`src/rtl/pwm_multi.sv`:
```
// Multi-channel PWM generator: prescaled shared up-counter with per-channel [cr1, cr2) windows.
// Period and compare values are double-buffered and switch over only at a period wrap.
module pwm_multi #(
  parameter int                  CHANNELS   = 4,
  parameter int                  WIDTH      = 16,
  parameter int                  PRESCALE   = 250,
  parameter logic [WIDTH-1:0]    PERIOD_RST = WIDTH'(9999),
  parameter logic [CHANNELS-1:0] INVERT     = '0
) (
  input  logic                      clock_i,
  input  logic                      reset_i,
  input  logic                      enable_i,
  input  logic                      load_i,
  input  logic [WIDTH-1:0]          period_i,
  input  logic [CHANNELS*WIDTH-1:0] cr1_i,
  input  logic [CHANNELS*WIDTH-1:0] cr2_i,
  output logic [CHANNELS-1:0]       pwm_o,
  output logic                      overflow_o,
  output logic [WIDTH-1:0]          count_o
);

  localparam int            PW         = (PRESCALE > 1) ? $clog2(PRESCALE) : 1;
  localparam logic [PW-1:0] PRESC_LAST = PW'(PRESCALE - 1);

  logic [PW-1:0]    presc_q, presc_d;
  logic [WIDTH-1:0] count_q, count_d;
  logic [WIDTH-1:0] per_act_q, per_stg_q;
  logic             overflow_q;
  logic             pending_q, pending_d;
  logic             tick, wrap;
  logic             act_from_port, act_from_stg;

  always_comb begin
    presc_d   = presc_q;
    count_d   = count_q;
    tick      = 1'b0;
    wrap      = 1'b0;
    pending_d = pending_q;
    if (!enable_i) begin
      presc_d = '0;
      count_d = '0;
    end else begin
      tick    = (presc_q == PRESC_LAST);
      presc_d = tick ? '0 : presc_q + PW'(1);
      if (tick) begin
        wrap    = (count_q == per_act_q);
        count_d = wrap ? '0 : count_q + WIDTH'(1);
      end
    end
    // While stopped there is no wrap to wait for, so updates land at once.
    act_from_port = load_i && (!enable_i || wrap);
    act_from_stg  = !load_i && pending_q && (!enable_i || wrap);
    if (act_from_port || act_from_stg) begin
      pending_d = 1'b0;
    end else if (load_i) begin
      pending_d = 1'b1;
    end
  end

  always_ff @(posedge clock_i or posedge reset_i) begin
    if (reset_i) begin
      presc_q    <= '0;
      count_q    <= '0;
      overflow_q <= 1'b0;
      pending_q  <= 1'b0;
      per_act_q  <= PERIOD_RST;
      per_stg_q  <= PERIOD_RST;
    end else begin
      presc_q    <= presc_d;
      count_q    <= count_d;
      overflow_q <= wrap;
      pending_q  <= pending_d;
      if (load_i) begin
        per_stg_q <= period_i;
      end
      if (act_from_port) begin
        per_act_q <= period_i;
      end else if (act_from_stg) begin
        per_act_q <= per_stg_q;
      end
    end
  end

  generate
    for (genvar gi = 0; gi < CHANNELS; gi++) begin : g_ch
      logic [WIDTH-1:0] cr1_act_q, cr2_act_q;
      logic [WIDTH-1:0] cr1_stg_q, cr2_stg_q;
      logic             pwm_q;
      logic             raw;

      assign raw = (count_q >= cr1_act_q) && (count_q < cr2_act_q);

      always_ff @(posedge clock_i or posedge reset_i) begin
        if (reset_i) begin
          cr1_act_q <= '0;
          cr2_act_q <= '0;
          cr1_stg_q <= '0;
          cr2_stg_q <= '0;
          pwm_q     <= INVERT[gi];
        end else begin
          if (load_i) begin
            cr1_stg_q <= cr1_i[gi*WIDTH +: WIDTH];
            cr2_stg_q <= cr2_i[gi*WIDTH +: WIDTH];
          end
          if (act_from_port) begin
            cr1_act_q <= cr1_i[gi*WIDTH +: WIDTH];
            cr2_act_q <= cr2_i[gi*WIDTH +: WIDTH];
          end else if (act_from_stg) begin
            cr1_act_q <= cr1_stg_q;
            cr2_act_q <= cr2_stg_q;
          end
          pwm_q <= enable_i ? (raw ^ INVERT[gi]) : INVERT[gi];
        end
      end

      assign pwm_o[gi] = pwm_q;
    end
  endgenerate

  assign overflow_o = overflow_q;
  assign count_o    = count_q;

endmodule

```
`config.mk`:
```
export PLATFORM = sky130hd
export DESIGN_NAME = pwm_multi
export DESIGN_NICKNAME = d
export VERILOG_FILES = /design/src/rtl/pwm_multi.sv
export SDC_FILE = /design/constraint.sdc
export NUM_CORES = 1
export LEC_CHECK = 0
export CORE_MARGIN = 3
export CORE_UTILIZATION = 55
export DETAILED_ROUTE_END_ITERATION = 8
export GPL_ROUTABILITY_DRIVEN = 0
export GPL_TIMING_DRIVEN = 1
export PLACE_DENSITY = 0.85
export REMOVE_ABC_BUFFERS = 1
export SYNTH_ARGS = -nofsm -noshare
export SYNTH_HDL_FRONTEND = slang
export SYNTH_SLANG_ARGS = --single-unit
```
`constraint.sdc`:
```
create_clock -name clock_i -period 15.15 [get_ports clock_i]
set_input_delay 3.7875 -clock clock_i [delete_from_list [all_inputs] [get_ports clock_i]]
set_output_delay 3.7875 -clock clock_i [all_outputs]
set_load 0.01 [all_outputs]
```
==> results.py, run 1 <==
metrics = {
    "global_route": {
        "antenna_found_initial": 0,
        "grt_first_pass_wirelength_um": 55900,
        "gr-total-overflow": 0,
        "grt_max_degree": 162,
        "grt_usage_pct": 23.7,
        "grt_pass1_vias": 10933,
    },
    "yosys": {
        "netlist_instances": 1336,
        "synth_warnings": 0,
        "ys_ff_latch": 318,
        "yosys.area.top_type_share_pct": 49.7,
        "muxShareOfSynthArea_pct": 12.4,
        "yosysMostFrequentCell": "dfrtp_1",
        "synthXorXnorAreaFrac_pct": 2.01,
        "synth_ff_type": "dfrtp_1",
        "synth_common_cells": "302 x dfrtp_1, 164 x mux2_2, 132 x nand3_1",
        "ys_types": 50,
        "yosys.area_share.simple_pct": 8.63,
        "yosysTopAreaCell": "dfrtp_1",
        "synthArstFlopShare_pct": 100,
        "synthAdderAreaFrac_pct": 10.4,
        "synth.area.top_cells": "dfrtp_1 50%, mux2_2 12%, ha_1 10%",
        "synth-edff-count": 0,
        "syn_avg_cell_area_um2": 11.4,
        "synth_top_family_by_area": "multiplexers",
        "synth_compound_gate_area_share_pct": 8.57,
        "synth_area_um2": 15200,
        "yosysSeqAreaShare_pct": 52.4,
    },
    "worst_setup_path": {
        "crit_family": "simple AND/OR/NAND/NOR gates",
        "worstPathArrival_ps": 7070,
        "cp_cell_sequence": "buf_6 -> or2_4 -> and2_4 -> buf_4 -> mux2_2",
        "worstSetupStartpointType": "primary input",
        "timing.rr.start": "count_o[8]",
        "end_kind": "flip-flop",
        "cp_data_required_time_ps": 15600,
        "path_class": "in2reg",
        "critPathMaxFanout": 84,
        "crit_buf_inv": 2,
        "crit_start": "load_i",
        "cp_slowest_cell": "buf_4",
        "critPathMaxStageDelay_ps": 770,
    },
    "floorplan": {
        "die_w_um": 172,
        "fp.dieArea_um2": 29700,
        "row_count": 60,
        "initial_core_util_pct": 56.1,
        "coreArea_um2": 27100,
        "die_h_um": 172,
        "io_pins": 169,
    },
    "sta": {
        "hold_slack_ps": 494,
        "skew_ps": 14.3,
        "fin_crit_ps": 6620,
        "finalHoldViolCount": 0,
        "relSlewSlack_pct": 18.2,
        "worst_pin_slew_ps": 1220,
        "rsz0062_at_grt": "no",
        "max_freq_mhz": 151,
        "setup_tns_ps": 0,
        "period_share_pct": 43.7,
        "setup-violations-final": 0,
        "drv_slew": 0,
    },
    "routing": {
        "ant_nets": 0,
        "drc_errors": 0,
        "wl_um": 35400,
        "first_iter_violations": 827,
        "dr.pass1.iters": 5,
        "wl_per_cell_um": 18.9,
        "vias_per_cell": 5.69,
        "vias": 10689,
    },
    "min_path": {
        "min_path_type": "reg2reg",
        "hold_path.startpoint": "g_ch[1].cr1_act_q[0]",
    },
    "finish": {
        "layout-drive-gt1-share_pct": 16.9,
        "fin_cells": 1877,
        "syn_to_final_growth_pct": 20.1,
        "diodes": 0,
        "nets": 1757,
        "final_core_util_pct": 67.4,
    },
    "clock_tree": {
        "clockBufferDepth": 3,
        "insertion_delay_ps": 570,
        "clk_pin_slew_worst_paths_ps": 60,
        "cts_tree": "yes",
        "cts-root-buf": "clkbuf_16",
        "numCtsBuffers": 31,
        "cts-resized-gates": 0,
        "postCtsSetupBuffers": 0,
        "cts.sinks": 318,
        "hold_buffers": 0,
        "htreeDepth": 1,
    },
    "placement": {
        "place_hpwl_um": 22900,
        "port_buffers": 168,
        "placed_cells": 1821,
    },
    "run_status": {
        "run_status": "finished clean",
    },
    "job": {
        "cap_violations": 0,
    },
    "power_and_ir_drop": {
        "ir_drop_v": 0.0000835,
        "power.density_nw_per_um2": 118,
        "leakagePower_nw": 8.40,
        "power_mw": 2.15,
    },
}
==> where the power goes <==
part / switching (mW) / internal, mW
Combinational: 0.172 / 0.145
Sequential: 0.0332 / 0.956
Clock: 0.326 / 0.520
==> state kept, by name (all words and copies together), names as in the netlist <==
register	cells
per_stg_q	16
overflow_o	1
per_act_q	16
g_ch.cr2_stg_q	64
g_ch.cr1_act_q	64
g_ch.pwm_q	4
g_ch.cr2_act_q	64
count_o	16
pending_q	1
presc_q	8
g_ch.cr1_stg_q	64
==> kinds of logic (layout without fill, tap and decap cells) <==
family | Yosys count | count (layout)
adders and majority gates | 127 | 127
buffers and inverters | 199 | 368
DFF | 318 | 318
and+or+nand+nor | 260 | 260
AOI/OAI and AO/OA | 230 | 230
xor gates and xnor gates | 35 | 35
muxes | 167 | 167
==> per-stage QoR <==
stage / worst slack [ps] / area, µm²
after detailed placement: 7960 / 17100
final: 8530 / 18300
after CTS: 8540 / 18300
after floorplan: 2590 / 14900
after global placement: 8020 / 17100
after global routing: 8350 / 18300
==> metal layers <==
metal | vias to the layer above | wire (µm) | GRT usage [%]
li1 | 4941 | - | -
met1 | 5275 | 15000 | 32.4
met2 | 406 | 17100 | 39.4
met3 | 67 | 2500 | 4.25
met4 | 0 | 829 | 6.35
met5 | - | 0 | 0
==> worst register-to-register path: cells and delay by family (launching register included) <==
family	cells	cell delay [ps]
buffers and inverters	1	790
XOR/XNOR	1	130
AO/OA/AOI/OAI	1	220
AND/OR/NAND/NOR	3	1520
multiplexers	1	440
flip-flops	1	900
==> path summary, 6_finish.rpt <==
check	end	cells after the start	slack, ps
min	g_ch[1].cr1_act_q[0]	1	490
max in group asynchronous	per_act_q[7]	3	9560
min reg2reg	g_ch[1].cr1_act_q[0]	1	490
max	per_act_q[12]	5	8530
max reg2reg	per_act_q[12]	7	11040
min in group asynchronous	g_ch[1].cr2_stg_q[4]	2	3870
==> cell usage in the layout, fill, tap and decap left out, types with 2 or more instances in the layout <==
| cell type | netlist | final |
|---|---|---|
| dfrtp_1 | 302 | 302 |
| xor2_1 | 27 | 27 |
| o31ai_1 | 4 | 4 |
| nor4b_1 | 2 | 2 |
| a211oi_1 | 7 | 7 |
| inv_1 | 129 | 128 |
| dfstp_2 | 16 | 16 |
| xnor2_1 | 8 | 8 |
| clkbuf_16 | 0 | 31 |
| buf_4 | 12 | 15 |
| or3_1 | 3 | 3 |
| nor3_1 | 13 | 13 |
| a21oi_1 | 31 | 31 |
| nand2_1 | 26 | 26 |
| ha_1 | 127 | 127 |
| o21ai_1 | 50 | 50 |
| nor2_1 | 34 | 34 |
| nand2b_1 | 11 | 11 |
| mux2_2 | 164 | 164 |
| clkbuf_8 | 0 | 9 |
| nor2b_1 | 4 | 4 |
| nor4_1 | 11 | 11 |
| mux2_1 | 3 | 3 |
| a2111oi_0 | 6 | 6 |
| a21o_1 | 16 | 16 |
| and3_1 | 3 | 3 |
| o211ai_1 | 3 | 3 |
| or4_1 | 2 | 2 |
| bufinv_16 | 0 | 6 |
| a31oi_1 | 2 | 2 |
| clkbuf_1 | 29 | 5 |
| nand3_1 | 132 | 132 |
| o21ai_0 | 97 | 97 |
| clkdlybuf4s50_1 | 0 | 167 |
| clkinv_2 | 0 | 3 |
| a211o_1 | 3 | 3 |
| nand4_1 | 14 | 14 |
| a31o_2 | 2 | 2 |
==> final cells by class <==
class	count	area, µm²
clock buffer	45	918
multi-input combinational	819	6400
clock inverter	11	211
sequential	318	7980
fill	1929	8840
timing repair buffer	183	1800
inverter	129	492
tap	372	465
(Power assumes the default switching activity.)
==> run 2, diff against run 1 <==
==> constraint.sdc (replaced) <==
create_clock -name clock_i -period 6.1 [get_ports clock_i]
set_input_delay 1.525 -clock clock_i [delete_from_list [all_inputs] [get_ports clock_i]]
set_output_delay 1.525 -clock clock_i [all_outputs]
set_load 0.01 [all_outputs]
==> run 2 against run 1 <==
Effect of this change: routed wire length grew 1.6%; global-route usage grew 0.93 points; first-iteration DRC count shrank 7.7%; final area grew 0.27%; critical path type is now reg2reg; highest routed layer is now met5.
==> results.py, run 2 (same netlist as run 1, synthesis figures left out) <==
metrics = {
    "worst_setup_path": {
        "worstPathArrival_ps": 4670,
        "timing.rr.start": "count_o[12]",
        "critPathMaxFanout": 102,
        "path_class": "reg2reg",
        "timing.reg2reg.setup_slack_ps": 1800,
        "cp_data_required_time_ps": 6480,
        "reg2reg_to": "g_ch[1].cr1_act_q[6]",
        "worstSetupStartpointType": "flip-flop",
        "end_kind": "flip-flop",
        "r2r_cells": 7,
    },
    "power_and_ir_drop": {
        "ir_drop_v": 0.000179,
        "leakagePower_nw": 8.43,
        "power.density_nw_per_um2": 293,
    },
    "routing": {
        "dr.pass1.iters": 7,
        "wl_met1_um": 15200,
        "vias": 10752,
        "vias_per_cell": 5.71,
        "top_layer": "met5",
        "drc_errors": 0,
        "wl_per_cell_um": 19.1,
        "dr_wl_met2_um": 17300,
        "first_iter_violations": 763,
        "route.met3.wl_um": 2520,
        "wl_um": 36000,
        "ant_nets": 0,
    },
    "min_path": {
        "min_path_type": "reg2reg",
        "holdPathEnd": "per_stg_q[0]",
        "hold_depth": 2,
        "hold_path.startpoint": "per_stg_q[0]",
    },
    "global_route": {
        "grt_first_pass_wirelength_um": 57900,
        "grt_max_degree": 146,
        "gr-total-overflow": 0,
        "grt_pass1_vias": 11393,
        "antenna_found_initial": 2,
        "grt_usage_pct": 24.6,
    },
    "floorplan": {
        "initial_core_util_pct": 56.1,
        "row_count": 60,
        "die_w_um": 172,
        "fp.dieArea_um2": 29700,
        "coreArea_um2": 27100,
        "die_h_um": 172,
        "io_pins": 169,
    },
    "clock_tree": {
        "postCtsSetupBuffers": 0,
        "cts.sinks": 318,
        "cts_tree": "yes",
        "clk_pin_slew_worst_paths_ps": 60,
        "clockBufferDepth": 3,
        "hold_buffers": 0,
        "cts-root-buf": "clkbuf_16",
        "htreeDepth": 2,
        "cts-resized-gates": 0,
        "insertion_delay_ps": 520,
        "numCtsBuffers": 34,
    },
    "job": {
        "cap_violations": 0,
    },
    "sta": {
        "hold_slack_ps": 495,
        "drv_slew": 0,
        "skew_ps": 13.5,
        "finalHoldViolCount": 0,
        "worst_pin_slew_ps": 1290,
        "rsz0062_at_grt": "no",
        "setup-violations-final": 0,
        "max_freq_mhz": 233,
        "fin_crit_ps": 4300,
        "relSlewSlack_pct": 13.3,
        "period_share_pct": 70.4,
    },
    "placement": {
        "port_buffers": 168,
        "place_hpwl_um": 23200,
        "place_area_um2": 17200,
        "placed_cells": 1821,
    },
    "finish": {
        "layout_common_cells": "302 x dfrtp_1, 167 x clkdlybuf4s50_1, 164 x mux2_2, 132 x nand3_1, 128 x inv_1",
        "final_common_cell": "dfrtp_1",
        "fin_cells": 1883,
        "nets": 1760,
        "final_cell_area_um2": 18300,
        "multi_input_comb_area_um2": 6400,
        "diodes": 0,
        "final_core_util_pct": 67.6,
        "regArea_um2": 7980,
        "layout-drive-gt1-share_pct": 16.9,
        "syn_to_final_growth_pct": 20.4,
        "num-fill-cells": 1943,
    },
    "run_status": {
        "run_status": "finished clean",
    },
}
run 2: worst max path at each step:
stage,cells past startpoint,from,end,slack [ps]
2_1_floorplan,1,reset_i,count_o[0],-4200
3_3_place_gp,5,enable_i,g_ch[1].cr1_act_q[7],1870
3_5_place_dp,5,enable_i,g_ch[1].cr2_act_q[11],1730
4_1_cts,7,count_o[12],g_ch[1].cr1_act_q[15],1900
5_1_grt,7,count_o[12],g_ch[1].cr1_act_q[15],1500
6_report,7,count_o[12],g_ch[1].cr1_act_q[6],1800
run 2: per-layer routing:
metal,track usage (%),vias to the layer above
li1,-,4952
met1,32.9,5352
met2,40.6,370
met3,5.21,76
met4,7.98,2
met5,0,-
run 2: layout make-up:
class	count	area share (%)
timing repair buffer	183	9.94
tap	372	2.54
sequential	318	43.6
multi-input combinational	819	35.0
clock inverter	11	0.745
inverter	129	2.68
clock buffer	51	5.56
run 2: through the flow:
stage               setup slack, ps  TNS [ps]  total power, mW
finish                         1800         0             5.36
detailed placement             1730         0             3.28
floorplan                     -4200  -1376470             2.98
CTS                            1900         0             5.40
global placement               1870         0             3.22
global route                   1500         0             5.61
run 2: worst max-delay path, stage by stage (launching register included):
cell and delay (ps):
dfrtp_1 820, xor2_1 150, nor4_1 540, nand4_1 320, o21ai_4 580, and2_4 1000, buf_4 520, o21ai_0 160
run 2: power breakdown:
| group | switching (mW) | internal [mW] | total, mW |
|---|---|---|---|
| clock | 0.826 | 1.29 | 2.11 |
| sequential | 0.0826 | 2.37 | 2.46 |
| combinational | 0.430 | 0.362 | 0.793 |
==> run 3, diff against run 2 <==
==> constraint.sdc (replaced) <==
create_clock -name clock_i -period 4.07 [get_ports clock_i]
set_input_delay 1.0175 -clock clock_i [delete_from_list [all_inputs] [get_ports clock_i]]
set_output_delay 1.0175 -clock clock_i [all_outputs]
set_load 0.01 [all_outputs]
==> run 3 against run 2 <==
Effect of this change: clock-buffer cell count down 6; critical path depth fell by 6; total power grew 54%; clock skew grew 5.3 ps.
==> results.py, run 3 (same netlist as run 1, synthesis figures left out) <==
metrics = {
    "clock_tree": {
        "cts_tree": "yes",
        "insertion_delay_ps": 520,
        "cts-root-buf": "clkbuf_16",
        "htreeDepth": 2,
        "clk_pin_slew_worst_paths_ps": 60,
        "numCtsBuffers": 34,
        "clockBufferDepth": 3,
        "hold_buffers": 0,
        "cts-resized-gates": 0,
        "cts.sinks": 318,
        "postCtsSetupBuffers": 0,
    },
    "power_and_ir_drop": {
        "switching_share_pct": 25.0,
        "cellInternalPower_mw": 6.18,
        "power.density_nw_per_um2": 444,
        "p_clk_share_pct": 40.6,
        "pwr-share-seq_pct": 44.7,
        "leakagePower_nw": 8.55,
        "power_frac_comb_pct": 14.7,
        "p_switching_mw": 2.06,
        "power_mw": 8.24,
        "ir_drop_v": 0.000252,
    },
    "sta": {
        "skew_ps": 18.8,
        "drv_slew": 0,
        "max_freq_mhz": 325,
        "relSlewSlack_pct": 40.6,
        "finalHoldViolCount": 0,
        "rsz0062_at_grt": "no",
        "period_share_pct": 75.6,
        "setup-violations-final": 0,
        "worst_pin_slew_ps": 892,
        "hold_slack_ps": 488,
        "fin_crit_ps": 3080,
    },
    "floorplan": {
        "die_h_um": 172,
        "die_w_um": 172,
        "coreArea_um2": 27100,
        "initial_core_util_pct": 56.1,
        "fp.dieArea_um2": 29700,
        "io_pins": 169,
        "row_count": 60,
    },
    "finish": {
        "layout_common_cells": "302 x dfrtp_1, 167 x clkdlybuf4s50_1, 164 x mux2_2, 132 x nand3_1, 128 x inv_1",
        "num-fill-cells": 1859,
        "diodes": 0,
        "final_cell_area_um2": 18500,
        "syn_to_final_growth_pct": 21.9,
        "final_core_util_pct": 68.4,
        "fin_cells": 1896,
        "layout-drive-gt1-share_pct": 18.0,
        "nets": 1774,
        "final_common_cell": "dfrtp_1",
    },
    "worst_setup_path": {
        "cp_slowest_cell": "dfrtp_1",
        "path_class": "reg2out",
        "critPathMaxStageDelay_ps": 830,
        "end_kind": "output pin",
        "crit_buf_inv": 1,
        "worstPathArrival_ps": 2060,
        "crit_family": "flip-flops",
        "cp_data_required_time_ps": 3050,
        "cp_cell_sequence": "clkdlybuf4s50_1",
        "worstSetupStartpointType": "flip-flop",
        "critPathMaxFanout": 13,
    },
    "min_path": {
        "min_path_type": "reg2reg",
    },
    "routing": {
        "vias": 10934,
        "first_iter_violations": 931,
        "wl_per_cell_um": 19.5,
        "wl_um": 37000,
        "dr.pass1.iters": 5,
        "vias_per_cell": 5.77,
        "drc_errors": 0,
        "ant_nets": 0,
    },
    "run_status": {
        "run_status": "finished clean",
    },
    "job": {
        "cap_violations": 0,
    },
    "placement": {
        "placed_cells": 1835,
        "port_buffers": 168,
        "place_hpwl_um": 24500,
        "place_area_um2": 17300,
    },
    "global_route": {
        "grt_pass1_vias": 11512,
        "grt_first_pass_wirelength_um": 59200,
        "grt_max_degree": 148,
        "gr-total-overflow": 0,
        "grt_usage_pct": 25.2,
        "antenna_found_initial": 0,
    },
}
-- run 3: cell types whose count changed in the layout (fill, tap and decap cells not counted), sizes merged --
cell    before  now
inv        129  131
bufinv       3    5
clkinv       7    8
buf         16   30
clkbuf      51   45
-- run 3: stage by stage --
stage          setup WS [ps]  setup TNS (ps)
3_5_place_dp            1070               0
6_report                 992               0
3_3_place_gp            1140               0
2_1_floorplan          -5720        -2151520
4_1_cts                 1000               0
5_1_grt                  877               0
-- run 3: worst paths after layout --
path                                               to  depth (start not counted)  slack [ps]    startpoint
min in group asynchronous        g_ch[1].cr2_stg_q[4]                          2        1080       reset_i
worst min register to register           per_stg_q[0]                          2         490  per_stg_q[0]
worst max register to register   g_ch[0].cr1_act_q[7]                          7        1110    count_o[1]
worst min-delay path                     per_stg_q[0]                          2         490  per_stg_q[0]
max in group asynchronous       g_ch[3].cr2_stg_q[12]                          3        2120       reset_i
worst max-delay path                      count_o[11]                          1         990   count_o[11]
-- run 3: cell type report --
class                      count  area, µm²  share of cell area [%]
sequential                   318       7980                    43.0
multi-input combinational    819       6400                    34.5
clock inverter                16        223                    1.20
tap                          372        465                    2.51
inverter                     129        492                    2.65
timing repair buffer         197       1980                    10.7
clock buffer                  45       1010                    5.42
-- run 3: routing by layer --
layer | share of wire (%) | vias to the layer above | GRT usage, %
met5 | 0 | - | 0
met2 | 48 | 429 | 41.8
met4 | 3.5 | 0 | 8.89
met3 | 6.8 | 109 | 4.50
li1 | - | 4985 | -
met1 | 42 | 5411 | 33.7
-- run 3: power by group through the flow --
stage	combinational, mW	clock [mW]	sequential [mW]
floorplan	0.762	0	3.70
global placement	1.13	0	3.72
detailed placement	1.19	0	3.74
CTS	1.22	3.38	3.69
global route	1.35	3.53	3.72
finish	1.21	3.34	3.68
